$ cat src/rtl/apb_timer_pkg.sv
// apb_timer_pkg: register offsets, CTRL/STATUS bit positions and APB FSM
// state encoding shared by the APB timer top and its counter core.
package apb_timer_pkg;

   // Register index (paddr[3:2]) within the 16-byte block at paddr[11:4]==0
   localparam logic [1:0] REG_CTRL   = 2'd0;
   localparam logic [1:0] REG_LOAD   = 2'd1;
   localparam logic [1:0] REG_COUNT  = 2'd2;
   localparam logic [1:0] REG_STATUS = 2'd3;

   localparam int CTRL_EN          = 0;
   localparam int CTRL_AUTO_RELOAD = 1;
   localparam int CTRL_IRQ_EN      = 2;
   localparam int STATUS_EXPIRED   = 0;

   typedef enum logic [1:0] {
      ST_IDLE,
      ST_SETUP,
      ST_WAIT,
      ST_DONE
   } state_e;

   // a holds paddr[11:2]; only the first 16 bytes are decoded
   function automatic logic addr_mapped(input logic [9:0] a);
      return a[9:2] == 8'd0;
   endfunction

endpackage

$ cat src/rtl/apb_timer_core.sv
// apb_timer_core: 32-bit down counter with expiry detection and reload.
// Ports: en/auto_reload from CTRL, load_we/load_wdata for LOAD writes,
// load_val = LOAD register, count = COUNT, expire = expiry this cycle.
module apb_timer_core
   import apb_timer_pkg::*;
(
   input  logic        clk,
   input  logic        rst_n,
   input  logic        en,
   input  logic        auto_reload,
   input  logic        load_we,
   input  logic [31:0] load_wdata,
   input  logic [31:0] load_val,
   output logic [31:0] count,
   output logic        expire
);

   logic [31:0] count_q, count_d;

   assign expire = en && (count_q == '0);
   assign count  = count_q;

   // A LOAD write beats decrement/reload; one-shot expiry holds 0
   always_comb begin
      count_d = count_q;
      if (load_we) begin
         count_d = load_wdata;
      end else if (en) begin
         if (count_q != '0) begin
            count_d = count_q - 32'd1;
         end else if (auto_reload) begin
            count_d = load_val;
         end
      end
   end

   always_ff @(posedge clk or negedge rst_n) begin
      if (!rst_n) count_q <= '0;
      else        count_q <= count_d;
   end

endmodule

$ cat src/rtl/apb_timer.sv
// apb_timer: APB slave with CTRL/LOAD/COUNT/STATUS timer registers.
// Ports: APB (psel, penable, pwrite, paddr, pwdata, prdata, pready), irq;
// pslverr only when APB_TIMER_PSLVERR_EN is defined.
module apb_timer
   import apb_timer_pkg::*;
#(
   parameter int unsigned WAIT_STATES = 1
) (
   input  logic        clk,
   input  logic        rst_n,
   input  logic        psel,
   input  logic        penable,
   input  logic        pwrite,
   input  logic [31:0] paddr,
   input  logic [31:0] pwdata,
   output logic [31:0] prdata,
   output logic        pready,
   output logic        irq
`ifdef APB_TIMER_PSLVERR_EN
   ,
   output logic        pslverr
`endif
);

   localparam logic [3:0] WS = 4'(WAIT_STATES);

   state_e      state_q, state_d, cur_st;
   logic [3:0]  wcnt_q, wcnt_d;
   logic [9:0]  addr_q, addr_d;
   logic        wr_q, wr_d;
   logic [31:0] wdata_q, wdata_d;
   logic [2:0]  ctrl_q, ctrl_d;
   logic [31:0] load_q, load_d;
   logic        expired_q, expired_d;

   logic [31:0] count, rdata;
   logic        expire, done, hit, bad, we;
   logic        we_ctrl, we_load, we_stat;
   logic        unused_paddr;

   assign unused_paddr = ^{paddr[31:12], paddr[1:0]};

   // The setup cycle is recognised combinationally so that the
   // registered state lines up with the access phase cycles.
   always_comb begin
      cur_st = state_q;
      if ((state_q == ST_IDLE || state_q == ST_DONE) && psel && !penable)
         cur_st = ST_SETUP;
      state_d = ST_IDLE;
      wcnt_d  = 4'd0;
      addr_d  = addr_q;
      wr_d    = wr_q;
      wdata_d = wdata_q;
      unique case (cur_st)
         ST_SETUP: begin
            addr_d  = paddr[11:2];
            wr_d    = pwrite;
            wdata_d = pwdata;
            if (WS == 4'd0) begin
               state_d = ST_DONE;
            end else begin
               state_d = ST_WAIT;
               wcnt_d  = 4'd1;
            end
         end
         ST_WAIT: begin
            if (psel) begin
               if (wcnt_q == WS) begin
                  state_d = ST_DONE;
               end else begin
                  state_d = ST_WAIT;
                  wcnt_d  = wcnt_q + 4'd1;
               end
            end
         end
         default: ;
      endcase
   end

   assign done    = state_q == ST_DONE;
   assign hit     = addr_mapped(addr_q);
   assign bad     = !hit || (wr_q && addr_q[1:0] == REG_COUNT);
   assign we      = done && wr_q && !bad;
   assign we_ctrl = we && addr_q[1:0] == REG_CTRL;
   assign we_load = we && addr_q[1:0] == REG_LOAD;
   assign we_stat = we && addr_q[1:0] == REG_STATUS;

   // CTRL write beats the one-shot EN clear; expiry beats W1C
   always_comb begin
      ctrl_d    = ctrl_q;
      load_d    = load_q;
      expired_d = expired_q;
      if (expire && !ctrl_q[CTRL_AUTO_RELOAD]) ctrl_d[CTRL_EN] = 1'b0;
      if (we_ctrl) ctrl_d = wdata_q[2:0];
      if (we_load) load_d = wdata_q;
      if (we_stat && wdata_q[STATUS_EXPIRED]) expired_d = 1'b0;
      if (expire) expired_d = 1'b1;
   end

   always_comb begin
      rdata = '0;
      if (hit) begin
         unique case (addr_q[1:0])
            REG_CTRL:   rdata = {29'd0, ctrl_q};
            REG_LOAD:   rdata = load_q;
            REG_COUNT:  rdata = count;
            REG_STATUS: rdata = {31'd0, expired_q};
         endcase
      end
   end

   assign prdata = (done && !wr_q) ? rdata : '0;
   assign pready = done;
   assign irq    = expired_q & ctrl_q[CTRL_IRQ_EN];
`ifdef APB_TIMER_PSLVERR_EN
   assign pslverr = done && bad;
`endif

   always_ff @(posedge clk or negedge rst_n) begin
      if (!rst_n) begin
         state_q   <= ST_IDLE;
         wcnt_q    <= '0;
         addr_q    <= '0;
         wr_q      <= 1'b0;
         wdata_q   <= '0;
         ctrl_q    <= '0;
         load_q    <= '0;
         expired_q <= 1'b0;
      end else begin
         state_q   <= state_d;
         wcnt_q    <= wcnt_d;
         addr_q    <= addr_d;
         wr_q      <= wr_d;
         wdata_q   <= wdata_d;
         ctrl_q    <= ctrl_d;
         load_q    <= load_d;
         expired_q <= expired_d;
      end
   end

   apb_timer_core u_core (
      .clk         (clk),
      .rst_n       (rst_n),
      .en          (ctrl_q[CTRL_EN]),
      .auto_reload (ctrl_q[CTRL_AUTO_RELOAD]),
      .load_we     (we_load),
      .load_wdata  (wdata_q),
      .load_val    (load_q),
      .count       (count),
      .expire      (expire)
   );

endmodule

$ cat config.mk
export PLATFORM = sky130hd
export DESIGN_NAME = apb_timer
export DESIGN_NICKNAME = d
export VERILOG_FILES = /design/src/rtl/apb_timer_pkg.sv /design/src/rtl/apb_timer_core.sv /design/src/rtl/apb_timer.sv
export SDC_FILE = /design/constraint.sdc
export NUM_CORES = 1
export LEC_CHECK = 0
export ABC_AREA = 0
export CAP_MARGIN = 20
export CORE_ASPECT_RATIO = 2
export CORE_UTILIZATION = 58
export CTS_CLUSTER_SIZE = 20
export DETAILED_ROUTE_END_ITERATION = 12
export PLACE_DENSITY = 0.9
export SYNTH_ARGS = -nofsm -noshare
export SYNTH_HDL_FRONTEND = slang
export SYNTH_SLANG_ARGS = --single-unit
$ cat constraint.sdc
create_clock -name clk -period 5.4 [get_ports clk]
set_input_delay 1.62 -clock clk [delete_from_list [all_inputs] [get_ports clk]]
set_output_delay 1.62 -clock clk [all_outputs]
set_load 0.03 [all_outputs]
==> results of run 1 <==
logic make-up (layout without fill, tap and decap cells):
family	Yosys count	count (layout)	share of synthesized area
AND/OR/NAND/NOR	273	273	0.205
AO/OA/AOI/OAI	133	133	0.150
flip-flops	117	117	0.477
buffers and inverters	60	132	0.0395
multiplexers	50	50	0.0923
XOR/XNOR	16	16	0.0228
adder cells (fa/ha/maj)	7	7	0.0143
stage by stage:
stage	power (mW)	std cells
final	2.38	863
after global routing	2.45	863
after CTS	2.38	863
after detailed placement	1.18	833
after global placement	1.16	833
after floorplan	1.08	656
synth_stat cells (12+ instances only):
library cell,count
mux2_2,43
dfrtp_1,117
nor3_1,12
nand2_1,118
o21ai_0,16
o211ai_1,26
nand3_1,16
nor2_1,70
a21oi_1,16
clkbuf_1,47
a31oi_1,19
a22oi_1,30
cell type report:
cell class / count / share of cell area
clock buffer: 22 / 0.0646
multi-input combinational: 479 / 0.390
inverter: 9 / 0.00441
clock inverter: 8 / 0.0191
timing repair buffer: 93 / 0.117
tap: 135 / 0.0221
sequential: 117 / 0.382
routing by layer:
layer | routed length, µm | global-route usage
met1 | 5600 | 0.362
met2 | 8960 | 0.539
met3 | 1150 | 0.0736
met4 | 1030 | 0.237
met5 | 0 | 0
state kept, by name (all words and copies together), names as in the netlist:
signal	count
addr_q	10
state_q	2
wcnt_q	4
expired_q	1
wr_q	1
load_q	32
u_core.count	32
ctrl_q	3
wdata_q	32
worst max-delay path, cell delays in order (launching register included):
cell	delay [ns]
dfrtp_1	0.54
nor2b_2	0.66
buf_4	0.39
a22oi_1	0.13
nor2_1	0.17
clkdlybuf4s50_1	0.72
power groups by stage:
| stage | Combinational (mW) | Clock [mW] | Sequential, mW |
|---|---|---|---|
| 6_report | 0.176 | 1.21 | 0.987 |
| 5_1_grt | 0.191 | 1.26 | 0.993 |
| 4_1_cts | 0.178 | 1.22 | 0.985 |
| 3_5_place_dp | 0.177 | 0 | 0.999 |
| 3_3_place_gp | 0.168 | 0 | 0.995 |
| 2_1_floorplan | 0.105 | 0 | 0.976 |
final timing paths:
kind	from	endpoint	slack, ns	depth (start not counted)
worst max register to register	u_core.count[6]	u_core.count[2]	1.83	7
worst max-delay path	addr_q[0]	prdata[24]	0.72	5
max in group asynchronous	rst_n	load_q[1]	3.19	2
worst min register to register	load_q[28]	load_q[28]	0.49	2
worst min-delay path	load_q[28]	load_q[28]	0.49	2
min in group asynchronous	rst_n	u_core.count[27]	1.25	1
==> flow_metrics.py, run 1 <==
metrics = {
    "status": {
        "status": "finished clean",
    },
    "clock_tree": {
        "cts_buffer_depth": 2,
        "clkTransAtPathRegs_ns": 0.05,
        "cts_setup_buffers": 0,
        "post_cts_resized": 0,
        "cts_tree": "built",
        "cts_buffers": 17,
        "cts_root_buffer": "clkbuf_16",
        "clk_latency_ns": 0.42,
        "htree_levels": 4,
        "hold_buffers": 0,
        "cts_sinks": 117,
    },
    "synth": {
        "synth_edf_count": 0,
        "synth_area_leader_cell": "dfrtp_1",
        "synth_top_area_share": 0.477,
        "synthArstFlopShare": 1.00,
        "synthTopCellsByArea": "dfrtp_1 (48%), mux2_2 (7.9%), nand2_1 (7.2%)",
        "ys_seq_elements": 117,
        "seq_area_frac_synth": 0.477,
        "syn_area_per_cell_um2": 9.36,
        "synth_nets": 732,
        "ys_warn_count": 0,
        "synth.distinct_cells": 49,
        "synth_cells": 656,
        "synth_flop_cell": "dfrtp_1",
        "synth_area_mm2": 0.00614,
    },
    "worst_setup_path": {
        "required_ns": 3.78,
        "cp.arrival_ns": 3.06,
        "critPathMaxFanout": 20,
        "cp-end-kind": "output pin",
        "criticalPathCategory": "reg -> out",
        "startpoint_type": "flop",
    },
    "power_and_ir_drop": {
        "pwr-share-seq": 0.415,
        "pwr-share-clk": 0.511,
        "ir_worst_vdd_uv": 288,
        "leakagePower_nw": 3.36,
        "swShare": 0.220,
        "p_switching_uw": 522,
        "p_per_area_mw_per_mm2": 311,
        "pwr-share-comb": 0.074,
        "p_int_mw": 1.86,
    },
    "floorplan": {
        "core_mm2": 0.0102,
        "fp-row-count": 52,
        "die_y_um": 148,
        "die_w_um": 74.8,
        "start_util": 0.601,
        "num_io_pins": 103,
        "die_area_mm2": 0.0110,
    },
    "placement": {
        "dp_hpwl_mm": 11.0,
        "place.gp.congestion": 0.940,
        "post-place-ws_ns": 1.27,
        "placed_area_mm2": 0.00702,
        "io_buffers": 80,
    },
    "sta": {
        "maxSlewHeadroom": 0.280,
        "timing.hold.ws_ns": 0.490,
        "rsz0062_at_grt": "no",
        "period_needed_ns": 4.68,
        "drv_slew": 0,
        "setup_viol": 0,
        "fin_ws_ns": 0.717,
        "hold_viol": 0,
        "tightest_slew_ns": 1.08,
        "finClkSkew_ns": 0.00674,
        "fin_crit_sh": 0.867,
        "setup_tns_ns": 0,
        "fmax_mhz": 214,
    },
    "layout": {
        "final_area_mm2": 0.00766,
        "nets": 793,
        "final_util": 0.750,
        "seq_area_mm2": 0.00293,
        "mostFrequentLayoutCells": "nand2_1 (118), dfrtp_1 (117), clkdlybuf4s50_1 (79), nor2_1 (70), mux2_2 (43)",
        "antennaDiodeCount": 0,
        "fillers": 698,
        "layout_commonest_cell": "nand2_1",
        "multi_input_area_mm2": 0.00299,
        "area_delta_synth_final_pct": 24.6,
        "drive_above_1_share": 0.137,
    },
    "detailed_routing": {
        "routed_via_density": 6.45,
        "drt_wl_total_mm": 16.7,
        "drt_pass1_iterations": 6,
        "avgRoutedWirePerCell_um": 19.4,
        "num_vias": 5566,
        "drc": 0,
        "postRouteAntennaNets": 0,
        "drt-initial-drc-count": 566,
    },
    "grt": {
        "grt_start_max_net_pins": 56,
        "track_usage": 0.329,
        "antenna_found_initial": 0,
        "grt_first_pass_wirelength_mm": 27.2,
        "grt_pass1_vias": 5704,
        "overflow": 0,
    },
    "run": {
        "cap_violations": 0,
    },
    "worst_hold_path": {
        "hp-class": "reg -> reg",
    },
}
Note: power is estimated with default switching activity, not from simulation.
==> run 2, diff against run 1 <==
Settings changed: CAP_MARGIN 20 to 10.
==> results of run 2 <==
The final DEF is identical to that of run 1; final timing and power are the same.
==> run 3, diff against run 2 <==
Settings changed: ABC_AREA 0 to 1, CORE_MARGIN from default to 10, CORE_UTILIZATION 58 to 45, PLACE_DENSITY 0.9 to 0.72.
==> run 3 against run 2 <==
  * Critical path depth grew 2
  * Global-route usage decreased by 13 points
  * Critical endpoint is now prdata[10]
  * Combinational power grew 7%
  * Highest routed layer unchanged
  * Final cell count up 49%
  * Non-clock buffer count fell by 6
  * Clock-buffer cell count stayed put
  * Flip-flop and latch count stayed put
  * Synthesized cell count up 53%
  * Synthesized area grew 10%
  * Sequential power is 2.0% lower
==> flow_metrics.py, run 3 <==
metrics = {
    "synth": {
        "synth_area_leader_cell": "dfrtp_1",
        "synth_edf_count": 0,
        "synth_flop_cell": "dfrtp_1",
        "ys_seq_elements": 117,
        "synth_area_mm2": 0.00678,
        "seq_area_frac_synth": 0.432,
        "synth_top_area_share": 0.432,
        "syn_area_per_cell_um2": 6.77,
        "ys_top_cells_by_count": "nand2_1 (477), dfrtp_1 (117), nor2_1 (95)",
        "yosysMostFrequentCell": "nand2_1",
        "synth.distinct_cells": 37,
        "synthTopCellsByArea": "dfrtp_1 (43%), nand2_1 (26%), nor2_1 (5.3%)",
        "ys_warn_count": 0,
        "synth_cells": 1002,
        "synthArstFlopShare": 1.00,
        "synth_nets": 1078,
    },
    "layout": {
        "multi_input_area_mm2": 0.00341,
        "seq_area_mm2": 0.00293,
        "nets": 1151,
        "area_delta_synth_final_pct": 23.6,
        "mostFrequentLayoutCells": "nand2_1 (477), dfrtp_1 (117), nor2_1 (95), clkdlybuf4s50_1 (79), inv_1 (71)",
        "antennaDiodeCount": 0,
        "drive_above_1_share": 0.0644,
        "fillers": 1483,
        "layout_commonest_cell": "nand2_1",
    },
    "grt": {
        "antenna_found_initial": 0,
        "grt_pass1_vias": 6917,
        "track_usage": 0.199,
        "overflow": 0,
        "grt_first_pass_wirelength_mm": 33.3,
        "grt_start_max_net_pins": 73,
    },
    "power_and_ir_drop": {
        "leakagePower_nw": 4.53,
        "p_total_mw": 2.43,
        "ir_worst_vdd_uv": 216,
        "p_per_area_mw_per_mm2": 290,
    },
    "floorplan": {
        "die_w_um": 107,
        "num_io_pins": 103,
        "die_y_um": 194,
        "core_mm2": 0.0148,
        "die_area_mm2": 0.0207,
        "fp-row-count": 63,
        "start_util": 0.457,
    },
    "worst_setup_path": {
        "r2r_cells": 9,
        "cp.arrival_ns": 3.22,
        "r2r-start": "addr_q[0]",
        "cp-end-kind": "output pin",
        "startpoint_type": "flop",
        "criticalPathCategory": "reg -> out",
        "rrSetupSlack_ns": 2.66,
        "crit_chain": "ha_1 > nand2_1 > nor2_1 > nand3_1 > buf_4 > a21oi_1 > clkdlybuf4s50_1",
        "slowest_stage": "clkdlybuf4s50_1",
        "required_ns": 3.78,
        "r2r_end": "u_core.count[20]",
        "critPathMaxFanout": 17,
        "critPathMaxStageDelay_ns": 0.72,
    },
    "sta": {
        "timing.hold.ws_ns": 0.471,
        "maxSlewHeadroom": 0.317,
        "tightest_slew_ns": 1.02,
        "setup_viol": 0,
        "finClkSkew_ns": 0.00905,
        "rsz0062_at_grt": "no",
        "setup_tns_ns": 0,
        "period_needed_ns": 4.84,
        "fmax_mhz": 207,
        "hold_viol": 0,
        "fin_crit_sh": 0.896,
        "drv_slew": 0,
    },
    "clock_tree": {
        "clk_latency_ns": 0.42,
        "hold_buffers": 0,
        "post_cts_resized": 0,
        "clkTransAtPathRegs_ns": 0.05,
        "cts_setup_buffers": 0,
        "htree_levels": 4,
        "cts_tree": "built",
        "cts_buffers": 17,
        "cts_root_buffer": "clkbuf_16",
        "cts_sinks": 117,
        "cts_buffer_depth": 2,
    },
    "detailed_routing": {
        "drc": 0,
        "postRouteAntennaNets": 0,
        "drt_pass1_iterations": 5,
        "drt_wl_total_mm": 20.0,
        "avgRoutedWirePerCell_um": 15.6,
        "drt-initial-drc-count": 430,
        "num_vias": 6646,
        "routed_via_density": 5.18,
    },
    "worst_hold_path": {
        "min_from": "wdata_q[4]",
        "hp-class": "reg -> reg",
        "whs_path_depth": 2,
        "min_to": "wdata_q[4]",
    },
    "status": {
        "status": "finished clean",
    },
    "run": {
        "cap_violations": 0,
    },
    "placement": {
        "place.gp.congestion": 0.948,
        "io_buffers": 80,
        "dp_hpwl_mm": 14.4,
    },
}
==> run 3: routing by layer <==
| layer | routed length (µm) | share of wire | global-route usage | vias to the layer above |
|---|---|---|---|---|
| li1 | - | - | - | 3279 |
| met3 | 718 | 0.036 | 0.0353 | 48 |
| met1 | 7250 | 0.36 | 0.201 | 3137 |
| met4 | 795 | 0.040 | 0.103 | 0 |
| met2 | 11200 | 0.56 | 0.371 | 182 |
| met5 | 0 | 0 | 0 | - |
==> run 3: worst max-delay path: cells and delay by family (launching register included) <==
family | cells | cell delay [ns]
AND/OR/NAND/NOR | 3 | 0.82
adder cells (fa/ha/maj) | 1 | 0.22
AO/OA/AOI/OAI | 1 | 0.22
flip-flops | 1 | 0.36
buffers and inverters | 2 | 1.18
==> run 3: metrics by stage <==
step / setup slack (ns) / utilization / cells / cell area, µm²
after global placement: 0.991 / 0.521 / 1251 / 7710
after global routing: 0.387 / 0.565 / 1282 / 8380
final: 0.560 / 0.565 / 1282 / 8380
after detailed placement: 0.929 / 0.521 / 1251 / 7710
after CTS: 0.487 / 0.565 / 1282 / 8380
after floorplan: 1.91 / - / 1002 / 6780
==> run 3: worst max path at each step <==
stage | from | endpoint | slack [ns] | cells after the start
4_1_cts | state_q[0] | prdata[11] | 0.49 | 7
5_1_grt | state_q[0] | prdata[11] | 0.39 | 7
6_report | state_q[0] | prdata[10] | 0.56 | 7
3_5_place_dp | state_q[0] | prdata[10] | 0.93 | 7
3_3_place_gp | state_q[0] | prdata[11] | 0.99 | 7
2_1_floorplan | state_q[0] | prdata[1] | 1.91 | 5
==> run 3: cell families after synthesis <==
kind of cell             after synthesis  synth area share
flip-flops                           117             0.432
AND/OR/NAND/NOR                      663             0.400
adder cells (fa/ha/maj)                7            0.0129
AO/OA/AOI/OAI                         97            0.0777
XOR/XNOR                               9            0.0116
buffers and inverters                109            0.0661
==> run 3: where the power goes <==
part	leakage (nW)	switching, mW	internal, mW
clock	0.324	0.387	0.885
sequential	1.56	0.0330	0.934
combinational	2.65	0.120	0.0676
==> run 3: final cells by class <==
cell class	instances	area share
inverter	76	0.0341
tap	195	0.0291
sequential	117	0.350
clock inverter	9	0.0237
timing repair buffer	87	0.102
multi-input combinational	776	0.407
clock buffer	22	0.0554
